## config.mk

```make
export PLATFORM = sky130hd
export DESIGN_NAME = pc_src_unit
export DESIGN_NICKNAME = d
export VERILOG_FILES = /design/src/rtl/pc_src_unit_pkg.sv /design/src/rtl/pc_src_unit_branch_cond.sv /design/src/rtl/pc_src_unit.sv
export SDC_FILE = /design/constraint.sdc
export NUM_CORES = 1
export LEC_CHECK = 0
export BUFFER_PORTS_ARGS = -buffer_cell sky130_fd_sc_hd__clkbuf_2
export CORE_AREA = 2 2 39 41
export CTS_BUF_LIST = sky130_fd_sc_hd__clkbuf_8
export DETAILED_ROUTE_END_ITERATION = 16
export DIE_AREA = 0 0 41 43
export PLACE_DENSITY = 0.55
export SLEW_MARGIN = 20
export SYNTH_ARGS = -nofsm -noshare
export SYNTH_HDL_FRONTEND = slang
export SYNTH_SLANG_ARGS = --single-unit
```

## constraint.sdc

```tcl
create_clock -name clk -period 1.3 [get_ports clk]
set_input_delay 0.26 -clock clk [delete_from_list [all_inputs] [get_ports clk]]
set_output_delay 0.26 -clock clk [all_outputs]
set_load 0.1 [all_outputs]
```

## src/rtl/pc_src_unit_pkg.sv

```systemverilog
// Shared branch-decode constants for the next-PC select logic.
// Used by pc_src_unit and branch_cond.
package pc_src_unit_pkg;

  localparam logic [2:0] F3_BEQ  = 3'b000;
  localparam logic [2:0] F3_BNE  = 3'b001;
  localparam logic [2:0] F3_BLT  = 3'b100;
  localparam logic [2:0] F3_BGE  = 3'b101;
  localparam logic [2:0] F3_BLTU = 3'b110;
  localparam logic [2:0] F3_BGEU = 3'b111;

  localparam logic [6:0] OPC_BRANCH = 7'b1100011;

  // funct3 lives in instr[14:12] for every B-type instruction
  function automatic logic [2:0] get_funct3(input logic [31:0] instr);
    return instr[14:12];
  endfunction

endpackage

```

## src/rtl/pc_src_unit_branch_cond.sv

```systemverilog
// B-type condition evaluation: maps funct3 plus ALU flags to a taken
// decision, flagging the two funct3 codes that are not valid branches.
module branch_cond
  import pc_src_unit_pkg::*;
(
  input  logic [2:0] funct3,
  input  logic       zero,
  input  logic       lt,
  input  logic       ltu,
  output logic       cond_true,
  output logic       bad_funct3
);

  // Condition lookup; 010/011 never take and are reported as illegal
  always_comb begin
    cond_true  = 1'b0;
    bad_funct3 = 1'b0;
    case (funct3)
      F3_BEQ:  cond_true = zero;
      F3_BNE:  cond_true = ~zero;
      F3_BLT:  cond_true = lt;
      F3_BGE:  cond_true = ~lt;
      F3_BLTU: cond_true = ltu;
      F3_BGEU: cond_true = ~ltu;
      default: begin
        cond_true  = 1'b0;
        bad_funct3 = 1'b1;
      end
    endcase
  end

endmodule

```

## src/rtl/pc_src_unit.sv

```systemverilog
// Next-PC select for the unpipelined RV32I core, with registered status.
// Define PC_SRC_PERF_EN to add the taken/executed branch counters.
module pc_src_unit
  import pc_src_unit_pkg::*;
#(
  parameter int CNT_W = 32
) (
  input  logic             clk,
  input  logic             rst_n,
  input  logic             branch,
  input  logic             jump,
  input  logic             zero,
  input  logic             lt,
  input  logic             ltu,
  input  logic [31:0]      instr,
  output logic             pc_src,
  output logic             bad_funct3,
  output logic             pc_src_q,
`ifdef PC_SRC_PERF_EN
  output logic [CNT_W-1:0] taken_cnt,
  output logic [CNT_W-1:0] branch_cnt,
`endif
  output logic             err_sticky
);

  logic w_cond_true;
  logic w_cond_bad;
  logic w_unused_instr;
  logic r_pc_src_q;
  logic r_err_sticky;

  assign w_unused_instr = ^{instr[31:15], instr[11:0]};

  branch_cond u_branch_cond (
    .funct3     (get_funct3(instr)),
    .zero       (zero),
    .lt         (lt),
    .ltu        (ltu),
    .cond_true  (w_cond_true),
    .bad_funct3 (w_cond_bad)
  );

  // Jump wins outright; a non-branch never depends on instr, so X there cannot leak
  always_comb begin
    pc_src     = 1'b0;
    bad_funct3 = 1'b0;
    if (jump) begin
      pc_src     = 1'b1;
      bad_funct3 = 1'b0;
    end else if (branch) begin
      pc_src     = w_cond_true;
      bad_funct3 = w_cond_bad;
    end else begin
      pc_src     = 1'b0;
      bad_funct3 = 1'b0;
    end
  end

  // Status registers; err_sticky only clears through reset
  always_ff @(posedge clk) begin
    if (!rst_n) begin
      r_pc_src_q   <= 1'b0;
      r_err_sticky <= 1'b0;
    end else begin
      r_pc_src_q   <= pc_src;
      r_err_sticky <= r_err_sticky | bad_funct3;
    end
  end

  assign pc_src_q   = r_pc_src_q;
  assign err_sticky = r_err_sticky;

`ifdef PC_SRC_PERF_EN
  logic [CNT_W-1:0] r_taken_cnt;
  logic [CNT_W-1:0] r_branch_cnt;
  logic             w_br_exec;

  assign w_br_exec = branch & ~jump;

  // Free-running counters that wrap naturally at 2^CNT_W
  always_ff @(posedge clk) begin
    if (!rst_n) begin
      r_taken_cnt  <= {CNT_W{1'b0}};
      r_branch_cnt <= {CNT_W{1'b0}};
    end else begin
      if (w_br_exec) begin
        r_branch_cnt <= r_branch_cnt + {{(CNT_W-1){1'b0}}, 1'b1};
      end else begin
        r_branch_cnt <= r_branch_cnt;
      end
      if (w_br_exec && pc_src) begin
        r_taken_cnt <= r_taken_cnt + {{(CNT_W-1){1'b0}}, 1'b1};
      end else begin
        r_taken_cnt <= r_taken_cnt;
      end
    end
  end

  assign taken_cnt  = r_taken_cnt;
  assign branch_cnt = r_branch_cnt;
`endif

endmodule

```

After elaboration in Yosys (flattened, before gate mapping):

Index checks and enable logic that the tools add are counted.

* input bits: 39
* bits in registers: 2
* memories: 0
* bits in latches: 0
* bits in read-only memories: 0
* RAM bits: 0
* output and inout port bits: 4

* $mul: 0
* reduce and logical (&&, ||, !) cells: 2
* eq/ne operators: 5
* bitwise operators: 4
* div/mod/pow operators: 0
* add/subtract/negate cells: 0
* order comparisons: 0
* mux-type cells: 6
* shift operators: 0

Operator list (count)
* $eq 3x3->1 const B: 4
* $pmux 1 s6: 1
* $reduce_or 6->1: 1
* $mux 1: 5
* $eq 3x1->1 const B: 1
* $logic_not 3->1: 1
* $not 1->1: 3
* $or 1x1->1: 1

Longest topological paths before layout:

Gate-level depths: netlist (run 1).

* word-level depth: 6
* mapped depth: 3
* gate-level depth less buffers: 3

Cells and area by module:

Synthesis (run 1) repeated with hierarchy kept, for this count alone.

* cells, all modules: 12
* area, all modules: 117.6 um^2

Modules (own cells, without submodules)
* pc_src_unit: cells an instance 6, area each 71.3 um^2, seq. area each 40.0 um^2, instances 1
* branch_cond: cells an instance 6, area each 46.3 um^2, seq. area each 0.0 um^2, instances 1

Worst setup path after synthesis (run 1):

OpenSTA, ideal clock, no wires.

* kind: input -> output
* from: input port ltu
* to: output port pc_src
* stages: 3
* path slack: -0.933 ns
* arrival: 1.973 ns
* data required time: 1.040 ns
* path through: xnor2_1 > a2bb2oi_1 > a21oi_1

* word-level cells in the longest chain between the ends: 4

Ends and longest elaborated chain
* start, declared: RTL line pc_src_unit.sv:14 `input logic ltu,`
* $not 1->1: RTL line pc_src_unit_branch_cond.sv:24 `F3_BGEU: cond_true = ~ltu;`
* $pmux 1 s6 *: RTL line pc_src_unit_branch_cond.sv:18 `case (funct3)`
* $mux 1 *: RTL line pc_src_unit.sv:50 `end else if (branch) begin`
* $mux 1 *: RTL line pc_src_unit.sv:47 `if (jump) begin`
* end, declared: RTL line pc_src_unit.sv:16 `output logic pc_src,`

Mark *: on every way between the ends. The rest lies on a longest branch, timed or not.

Final worst setup path (run 1):

Same ends and word-level chain as after synthesis.

==> metrics.txt, run 1 <==
outcome completed; Buffers on Ports 13; chip width 41 um; Site Rows 14; largest net degree at the start of global routing 5; Ports 43; initial core utilization 9.584%; crit end category primary output; Setup Total Neg Slack 0 ns; Max VDD drop 337.4 uV; CTS tree done; hold_sp rst_n; Placement Cell Area 289.0 sq um; Synth top area share 30.19%; nets@finish 73; crit path time final 1.295 ns; cell taking the most area after synthesis dfxtp_1; average routed wire per standard cell 8.688 um; H-tree depth 1; WHS Path Cells 2; Worst Path Max Fanout 2; Post-synth EDFFs 0; number of buffers created by CTS 3; CTS Sinks 2; Syn. warnings 0; Via density 3.604; synth cell count leaders a21oi_1 (3), dfxtp_1 (2), nor2_1 (2), xor2_1 (2); Hold Violations, Final 0; Largest delay share family, worst path compound AO/OA/AOI/OAI gates; R2R cell count 1; vias in the first global route 161; antenna violations before repair 0; Buf+Inv Stages, Crit Path 2; DIE HEIGHT 43 um; most common cell in the synthesized netlist a21oi_1; path type of the worst setup path in -> out; number of inserted diodes 0; Crit path depth 5; gate count after technology mapping 16; Worst-Skew Late Latency 0.21 ns; total global-route track usage 5.205%; cells along the critical path buf_8, xnor2_4, a2bb2oi_4, a21oi_4, buf_12; CTS root buf clkbuf_8; Pins Over Slew Limit 0; relative slew slack 87.56%; Final setup viols 0; Pleak 0.1701 nW; total core area 1384 sq um; Post-synth ARST share 0%; non-filler cells, final 48; layout cells sized above 1 75.00%; dpl cells 45; Worst Tran Pin Value 0.1859 ns; die area 1763 sq um; crit path from ltu; fmax 772.2 MHz; DRT Wirelength 417 um; sequential fraction of the synthesis area 30.19%; grt ovf 0; synthesized cell area 132.6 sq um; max cap viols 0; First DRT Iteration DRCs 0; Post-synth top flop dfxtp_1; Syn Area/Cell 8.289 sq um; RR Startpoint err_sticky$_SDFF_PN0_; Pre-antenna DRT Iters 1; ANT nets after route 0; Vias 173; Post CTS Setup Buffer Count 0; # hold bufs at CTS 0; fin util 29.84%; slowest library cell on the worst path buf_12; Remaining DRCs 0; Pwr Density 1170 nW/um^2; Worst Path Arrival 1.04 ns; # fillers 148; CTS max path bufs 2; Worst Path Required 1.04 ns; Design Area, Final 412.9 sq um; largest cells by area after synthesis dfxtp_1 (30%), xor2_1 (13%), a21oi_1 (11%), and4bb_2 (9.4%), a2bb2oi_1 (6.6%); Critical Path Start Type input port; CTS clk-pin slew, worst paths 0.02 ns; Final Cycle Share 99.62%; synth unique cells 11; Hold Slack 0.2793 ns; first-pass GRT wire length 579 um; Routability Congestion 0.4809; Yosys reg bits 2; HPWL after DPL 305.6 um; max incr delay on CP 0.19 ns; Clock Skew 0 ns; Hold Crit Class in -> reg; syn nets 55; area growth from synthesis to layout 211.3%; unrepaired setup endpoints after global routing yes
cell usage in the layout, fill, tap and decap left out:
| cell | count |
|---|---|
| buf_12 | 5 |
| a21oi_4 | 1 |
| buf_8 | 1 |
| nor2_1 | 2 |
| nor2b_2 | 1 |
| xor2_2 | 2 |
| a2bb2oi_4 | 1 |
| dfxtp_1 | 2 |
| clkbuf_2 | 7 |
| a21oi_1 | 1 |
| a21oi_2 | 1 |
| nand2_1 | 1 |
| clkbuf_8 | 3 |
| and4bb_2 | 1 |
| xnor2_4 | 1 |
| o21a_1 | 1 |
| o21ai_0 | 1 |
power breakdown:
| group | total (mW) | internal (mW) | switching, mW | leakage (nW) |
|---|---|---|---|---|
| clock | 0.240 | 0.195 | 0.0448 | 0.0216 |
| sequential | 0.0686 | 0.0656 | 0.00295 | 0.0165 |
| combinational | 0.174 | 0.0782 | 0.0962 | 0.132 |
area by class of cell:
class	count	area, sq um	area share [%]
Clock buffer	3	41.29	10.00
Multi-Input combinational cell	14	161.4	39.09
Sequential cell	2	40.04	9.697
Tap cell	16	20.02	4.848
Timing Repair Buffer	13	150.1	36.36
kinds of logic after synthesis:
group / count (synthesis) / share of synthesized area, %
xor+xnor: 3 / 19.81
compound gates: 6 / 27.35
flops: 2 / 30.19
simple gates: 5 / 22.64
metrics by stage:
| stage | total power, mW | setup WS (ns) |
|---|---|---|
| global route | 0.5087 | -0.02964 |
| CTS | 0.4599 | -0.01961 |
| detailed placement | 0.2088 | -0.1083 |
| global placement | 0.2079 | -0.09433 |
| floorplan | 0.1516 | -0.05815 |
| finish | 0.4832 | 0.004941 |
metal layers:
| metal | vias to the layer above | wire length (um) | track usage (%) |
|---|---|---|---|
| li1 | 89 | - | - |
| met1 | 78 | 167 | 4.459 |
| met2 | 6 | 220 | 8.125 |
| met3 | 0 | 29 | 3.141 |
| met4 | 0 | 0 | 4.000 |
| met5 | - | 0 | 0 |
sequential cells by signal (all words and copies together), names as in the netlist:
| register | flops |
|---|---|
| err_sticky | 1 |
| pc_src_q | 1 |
path summary, 6_finish.rpt:
path / to / slack, ns
max: pc_src / 0.005
min: err_sticky$_SDFF_PN0_ / 0.28
max reg2reg: err_sticky$_SDFF_PN0_ / 0.69
min reg2reg: err_sticky$_SDFF_PN0_ / 0.53
repair_timing:
item                                    in CTS  in global routing
endpoints found under the setup margin       1                  1
pin swaps                                    0                  3
gates resized for setup                      2                 16
Power figures use the tool's default switching activity.
==> run 2, diff against run 1 <==
--- a/config.mk
+++ b/config.mk
@@ -5,12 +5,16 @@
 export SDC_FILE = /design/constraint.sdc
 export NUM_CORES = 1
 export LEC_CHECK = 0
+export ABC_AREA = 1
 export BUFFER_PORTS_ARGS = -buffer_cell sky130_fd_sc_hd__clkbuf_2
-export CORE_AREA = 2 2 39 41
+export CELL_PAD_IN_SITES_DETAIL_PLACEMENT = 0
+export CELL_PAD_IN_SITES_GLOBAL_PLACEMENT = 1
+export CORE_AREA = 2 2 41 43
 export CTS_BUF_LIST = sky130_fd_sc_hd__clkbuf_8
 export DETAILED_ROUTE_END_ITERATION = 16
-export DIE_AREA = 0 0 41 43
-export PLACE_DENSITY = 0.55
+export DIE_AREA = 0 0 43 45
+export HOLD_SLACK_MARGIN = 0.06
+export PLACE_DENSITY = 0.93
 export SLEW_MARGIN = 20
 export SYNTH_ARGS = -nofsm -noshare
 export SYNTH_HDL_FRONTEND = slang
==> metrics.txt, run 2 <==
Site Rows 14; first-pass GRT wire length 648 um; Remaining DRCs 0; HPWL after DPL 337.5 um; sequential fraction of the synthesis area 28.57%; Final Cycle Share 95.87%; Vias 211; vias in the first global route 165; outcome completed; CTS tree done; CTS Sinks 2; Clock Skew 0 ns; total core area 1471 sq um; Hold Slack 0.2838 ns; chip width 43 um; Worst Tran Pin Value 0.1329 ns; initial core utilization 9.524%; Worst-Skew Late Latency 0.21 ns; Pins Over Slew Limit 0; path type of the worst setup path in -> out; most frequent cells in the layout clkbuf_2 (7), inv_1 (5), nand2_2 (4), buf_12 (4); synthesized cell area 140.1 sq um; cell taking the most area after synthesis dfxtp_1; Via density 3.638; Max VDD drop 219.7 uV; dpl cells 53; grt ovf 0; Routability Congestion 0.6826; nets@finish 83; number of inserted diodes 0; Syn. warnings 0; layout cells sized above 1 59.52%; Post-synth top flop dfxtp_1; DIE HEIGHT 45 um; number of buffers created by CTS 3; CTS max path bufs 2; average routed wire per standard cell 7.534 um; Pre-antenna DRT Iters 3; die area 1935 sq um; area growth from synthesis to layout 165.2%; First DRT Iteration DRCs 3; Setup Total Neg Slack 0 ns; syn nets 63; Ports 43; Yosys reg bits 2; crit path time final 1.246 ns; Synth top area share 28.57%; largest cells by area after synthesis dfxtp_1 (29%), nand2_1 (16%), inv_1 (13%), nand2_2 (8.9%), nand3_1 (7.1%); max cap viols 0; total global-route track usage 5.453%; crit end category primary output; Worst Path Arrival 0.99 ns; H-tree depth 1; Pleak 0.1996 nW; Buffers on Ports 13; non-filler cells, final 58; Post-synth ARST share 0%; most common cell in the synthesized netlist nand2_1; Post-synth EDFFs 0; fin util 25.26%; Hold Crit Class in -> reg; antenna violations before repair 0; DRT Wirelength 437 um; Pwr Density 1212 nW/um^2; ANT nets after route 0; gate count after technology mapping 24; most common library cell in the layout ignoring fill and taps clkbuf_2; CTS clk-pin slew, worst paths 0.03 ns; fmax 802.4 MHz; Worst Path Required 1.04 ns; largest net degree at the start of global routing 5; CTS root buf clkbuf_8; synth unique cells 11; Syn Area/Cell 5.839 sq um; Final setup viols 0; synth cell count leaders nand2_1 (6), inv_1 (5); relative slew slack 91.13%; # hold bufs at CTS 0; Hold Violations, Final 0; Critical Path Start Type input port; Worst Path Max Fanout 3
-- run 2: changes by cell type after synthesis, sizes merged --
| cell | previous run | this run |
|---|---|---|
| a21oi | 3 | 2 |
| a2bb2oi | 1 | 0 |
| and4bb | 1 | 0 |
| inv | 0 | 6 |
| nand2 | 1 | 8 |
| nand3 | 0 | 2 |
| nand4 | 0 | 1 |
| nor2b | 1 | 0 |
| o21a | 1 | 0 |
| xnor2 | 1 | 0 |
| xor2 | 2 | 0 |
-- run 2: worst max-delay path, stage by stage --
cell and delay (ns):
buf_8 0.08, clkinv_4 0.05, nand2_4 0.05, nand2_2 0.05
nand2_1 0.05, nand3_1 0.06, nand2_1 0.08, nand2_2 0.07
nand2_2 0.07, buf_12 0.17
-- run 2: cell type report --
cell class,instances,area [sq um]
Multi-Input combinational cell,16,90.09
Fill cell,162,1100
Inverter,6,27.53
Timing Repair Buffer,15,152.6
Sequential cell,2,40.04
Tap cell,16,20.02
Clock buffer,3,41.29
-- run 2: final timing paths --
path	startpoint	end	slack, ns	cells past startpoint
setup reg to reg	err_sticky$_SDFF_PN0_	err_sticky$_SDFF_PN0_	0.72	2
hold / removal	rst_n	pc_src_q$_SDFF_PN0_	0.28	3
hold reg to reg	err_sticky$_SDFF_PN0_	err_sticky$_SDFF_PN0_	0.52	2
setup / recovery	instr[14]	pc_src	0.05	10
-- run 2: power breakdown --
group	total (mW)	switching, mW	leakage (nW)	internal (mW)
logic	0.133	0.0789	0.162	0.0544
registers	0.0680	0.00275	0.0165	0.0653
clock network	0.249	0.0529	0.0216	0.196
total	0.450	0.134	0.200	0.316
-- run 2: kinds of logic after synthesis --
logic type,synth area share [%]
and+or+nand+nor,41.97
AOI/OAI and AO/OA,13.39
buffers and inverters,16.07
DFF,28.57
-- run 2: repair_timing --
item | 4_1_cts | 5_1_grt
buffers inserted | 0 | 2
gates resized for setup | 0 | 11
setup endpoints to repair | 0 | 1
-- run 2: per-stage QoR --
step	setup WS (ns)	cell area [sq um]	total power, mW
final	0.05367	371.6	0.4503
after global routing	-0.001575	371.6	0.4666
after CTS	0.01195	329.1	0.4432
after detailed placement	0.01318	287.8	0.1885
after global placement	0.03768	287.8	0.1868
after floorplan	-0.01353	142.6	0.1376
-- run 2: layer usage --
| layer | vias to the layer above | track usage [%] | part of all wire, % |
|---|---|---|---|
| met5 | - | 0 | 0 |
| li1 | 109 | - | - |
| met3 | 2 | 2.800 | 13 |
| met1 | 83 | 5.583 | 40 |
| met2 | 17 | 6.061 | 43 |
| met4 | 0 | 9.091 | 3.9 |
